==> src/rtl/lfsr8.sv <==
// Free-running 8-bit Fibonacci LFSR (taps 8,6,5,4) used as the symbol source.
// It steps every cycle so the pattern depends on when the round starts.
module lfsr8 (
   input  logic       clk,
   input  logic       reset,
   output logic [7:0] q
);

   logic [7:0] q_q;
   logic [7:0] q_d;

   assign q_d = {q_q[6:0], q_q[7] ^ q_q[5] ^ q_q[4] ^ q_q[3]};
   assign q   = q_q;

   // NOTE: clocked state uses non-blocking assignments so every register
   // samples the pre-edge values of its neighbours.
   always_ff @(posedge clk or negedge reset) begin
      if (!reset) q_q <= 8'hA5;
      else        q_q <= q_d;
   end

endmodule

==> config.mk <==
export PLATFORM = sky130hd
export DESIGN_NAME = lfsr8
export DESIGN_NICKNAME = d
export VERILOG_FILES = /design/src/rtl/lfsr8.sv
export SDC_FILE = /design/constraint.sdc
export NUM_CORES = 1
export LEC_CHECK = 0
export CAP_MARGIN = 20
export CORE_AREA = 2 2 39 41
export DETAILED_ROUTE_END_ITERATION = 16
export DIE_AREA = 0 0 41 43
export PLACE_DENSITY = 0.46
export SLEW_MARGIN = 20
export SYNTH_ARGS = -nofsm -noshare
export SYNTH_HDL_FRONTEND = slang
export SYNTH_SLANG_ARGS = --single-unit
==> constraint.sdc <==
create_clock -name clk -period 1.4 [get_ports clk]
set_clock_uncertainty 0.05 [all_clocks]
set_input_delay 0.28 -clock clk [delete_from_list [all_inputs] [get_ports clk]]
set_output_delay 0.28 -clock clk [all_outputs]
set_load 0.02 [all_outputs]
; ---- After elaboration in Yosys (flattened, before gate mapping)
; Index checks and enable logic that the tools add are counted.
[totals]
out_inout_bits = 8
latch_bits = 0
n_memories = 0
romBits = 0
ff_bits = 8
ramBits = 0
in_bits = 2
elab_cells = 4
[classes]
shift = 0
reduce_logical = 0
eq_ne = 0
mux = 0
n_bitwise = 3
mul = 0
add_sub_neg = 0
div = 0
magnitude_cmp = 0
[op_table]
columns = op, n
row1 = XOR 1 bit, 3

; ---- Longest topological paths before layout
[depth]
word_depth = 3
depth_mapped = 2
depth_no_buf = 2

; ---- Worst setup path before layout
; No wires, ideal clock.
[synth_path]
kind = reg-to-reg
start = reg q_q[7], in the netlist q[7]
end = reg q_q[0], in the netlist q[0]
n_path_buf = 0
period_less_slack_ps = 999
stages_incl_launch_ff = 3
t_required_ps = 1275
setup_ps = 75
t_arrival_ps = 873
slack_ps = 401
path_cell_list = dfstp_2 > xor2_1 > xnor2_1
[synth_via]
elab_chain_cells = 3
[synth_rtl]
columns = element, line
row1 = "start, declared", 9  ; logic [7:0] q_q;
row2 = "start signal, assigned", 19  ; else q_q <= q_d;
row3 = XOR 1 bit (3 in series), 12  ; assign q_d = {q_q[6:0], q_q[7] ^ q_q[5] ^ q_q[4] ^ q_q[3]};
row4 = via q_d[0], 10  ; logic [7:0] q_d;
; The timed path passes the listed nets, and every way through them passes these cells.

; ---- Final worst setup path
[layout_path]
start = reg q_q[0], in the netlist q[0]
end = out q[0]
[layout_lines]
columns = element, line
row1 = "end, declared", 6  ; output logic [7:0] q
; No word-level cell between the ends.

==> results.md <==
- Status: complete, no violations
- Placed Area: 356.6 um2
- TritonCTS clock tree: done
- Total power draw: 0.4116 mW
- Total wire length: 415 um
- Startpoint types: flop
- Fin cells: 41
- Max reg flops: 8
- Max Cap Viol: 0
- Layout area overhead: 29.08%
- First-pass GRT wire length: 634 um
- Largest stage delay on the critical path: 0.53 ns
- Most instantiated library cell after synthesis: buf_4
- Crit-path cells: clkdlybuf4s15_2
- Design area: 366.6 um2
- Synth Instances: 18
- Setup WS pre-CTS: -0.03164 ns
- P_sw: 0.07923 mW
- Crit path launch: q[0]$_DFF_PN1_
- Final ANT Viol Nets: 0
- Inserted Diodes: 0
- Post-route DRC: 0
- Fmax: 731.7 MHz
- Hold Buf Count CTS: 0
- Crit-path leading delay family: flip-flops
- CTS sink cnt: 8
- Combinational share of power: 1.6%
- Worst Path Buf+Inv: 1
- Vias per std cell: 3.244
- Post-cts sizing count: 16
- Final weighted congestion in routability-driven placement: 0.5159
- Final WS setup: 0.03337 ns
- WS Path Type: flop to primary output
- Area of the mapped netlist: 284.0 um2
- EDFF count, synth: 0
- Vias in the first global route: 141
- CTS buffer count: 3
- DP Cell Count: 38
- Setup_tns: 0 ns
- Ys Warns: 0
- Wire per inst: 10.12 um
- Nets: 29
- CP endpoint kind: primary output
- Via count: 133
- R2R Path Start: q[7]$_DFF_PN1_
- Worst-margin pin slew: 0.3544 ns
- Sequential share of power: 56.4%
- DR iter-0 viols: 1
- Final Util: 26.49%
- Count of input and output buffers: 9
- Count of cell types in the netlist: 5
- GRT Overall Usage: 6.714%
- Core region area: 1384 um2
- Proportion of layout cells with a drive suffix above 1: 52.00%
- Clk pwr share: 42.0%
- Die Ht: 43 um
- Clock transition at path regs: 0.06 ns
- Synth area leaders: dfstp_2, dfrtp_1, buf_4, xnor2_1, xor2_1
- R2R depth: 3
- Hold WS: 0.2524 ns
- Crit path max fanout: 2
- Top post-synthesis cells by count: buf_4, dfrtp_1, dfstp_2
- Dominant cell type by area after synthesis: dfstp_2
- Top-area cell type share of the netlist area: 37.00%
- Final cycle utilization of the critical path: 97.62%
- CTS Buffer Depth: 2
- R2R Path End: q[0]$_DFF_PN1_
- Worst slew margin: 76.30%
- Synth Area per Inst: 15.78 um2
- Worst skew pair latency: 0.25 ns
- TritonRoute pass-1 iters: 2
- Final setup violation count: 0
- Final min period: 1.367 ns
- IO Pins: 10
- Main synth FF type: dfstp_2
- Final hold violations: 0
- #FFs+latches synth: 8
- Clk root buf: clkbuf_4
- Syn nets: 20
- Antenna violations before repair: 0
- R2r setup slk: 0.35 ns
- H-tree depth: 1
- # fillers: 143
- Die ar.: 1763 um2
- Post-CTS setup buffer count: 0
- CP Data Required Time: 1.07 ns
- Slew Limit Fails: 0
- Slowest library cell on the worst path: dfstp_2
- GR Overflow Total: 0
- Sw frac: 19.25%
- Cell Rows: 14
- Initial cell density of the core: 20.52%
- CP arrival: 1.04 ns
- RSZ-0062 raised after global routing: false
- PD cells: 1123 nW/um2
- Sequential area share after synthesis: 72.25%
- Largest net degree at the start of global routing: 9
- P_leak: 0.1900 nW
- Internal power: 0.3324 mW
- Horiz. Die Dim: 41 um
- Post-synth ARST share: 100.0%
- Worst hold path class: input pin to asynchronous set/reset pin
- Worst vdd ir: 317.3 uV
[kinds of logic (layout without fill, tap and decap cells)]
kind of cell           after synthesis  count (layout)  synth area share [%]
flip-flops                           8               8                 72.25
buffers and inverters                7              14                 18.50
XOR/XNOR                             3               3                 9.253
[worst max path at each step]
| stage | cells after the start | end | slack [ns] |
|---|---|---|---|
| after floorplan | 2 | q[0]$_DFF_PN1_ | 0.40 |
| after global placement | 1 | q[0] | -0.04 |
| after detailed placement | 1 | q[2] | -0.03 |
| after CTS | 1 | q[0] | 0.02 |
| after global routing | 1 | q[0] | 0.004 |
| final | 1 | q[0] | 0.03 |
[cells in the final DEF (no fill, tap or decap)]
cell type	Yosys	final
xor2_1	1	1
clkdlybuf4s50_1	0	1
dfstp_2	4	4
clkdlybuf4s15_2	0	2
buf_4	7	2
buf_2	0	2
dlygate4sd2_1	0	4
xnor2_1	2	2
clkbuf_4	0	3
dfrtp_1	4	4
[power by group through the flow]
stage | sequential [mW] | combinational, mW | clock (mW)
finish | 0.232 | 0.00667 | 0.173
global route | 0.232 | 0.00754 | 0.199
CTS | 0.232 | 0.00683 | 0.184
detailed placement | 0.236 | 0.00677 | 0
global placement | 0.236 | 0.00653 | 0
floorplan | 0.236 | 0.0000000508 | 0
[metal layers]
layer	global-route usage (%)	share of wire, %	up-vias
li1	-	-	62
met1	8.054	53	59
met2	5.313	33	10
met3	6.806	13	2
met4	8.000	1.4	0
met5	0	0	-
[cell type report]
type                            count  area, um2  share of cell area (%)
Multi-Input combinational cell      3      26.28                   7.167
Timing Repair Buffer               11      92.59                   25.26
Tap cell                           16      20.02                   5.461
Clock buffer                        3      22.52                   6.143
Sequential cell                     8      205.2                   55.97
(Power assumes the default switching activity.)
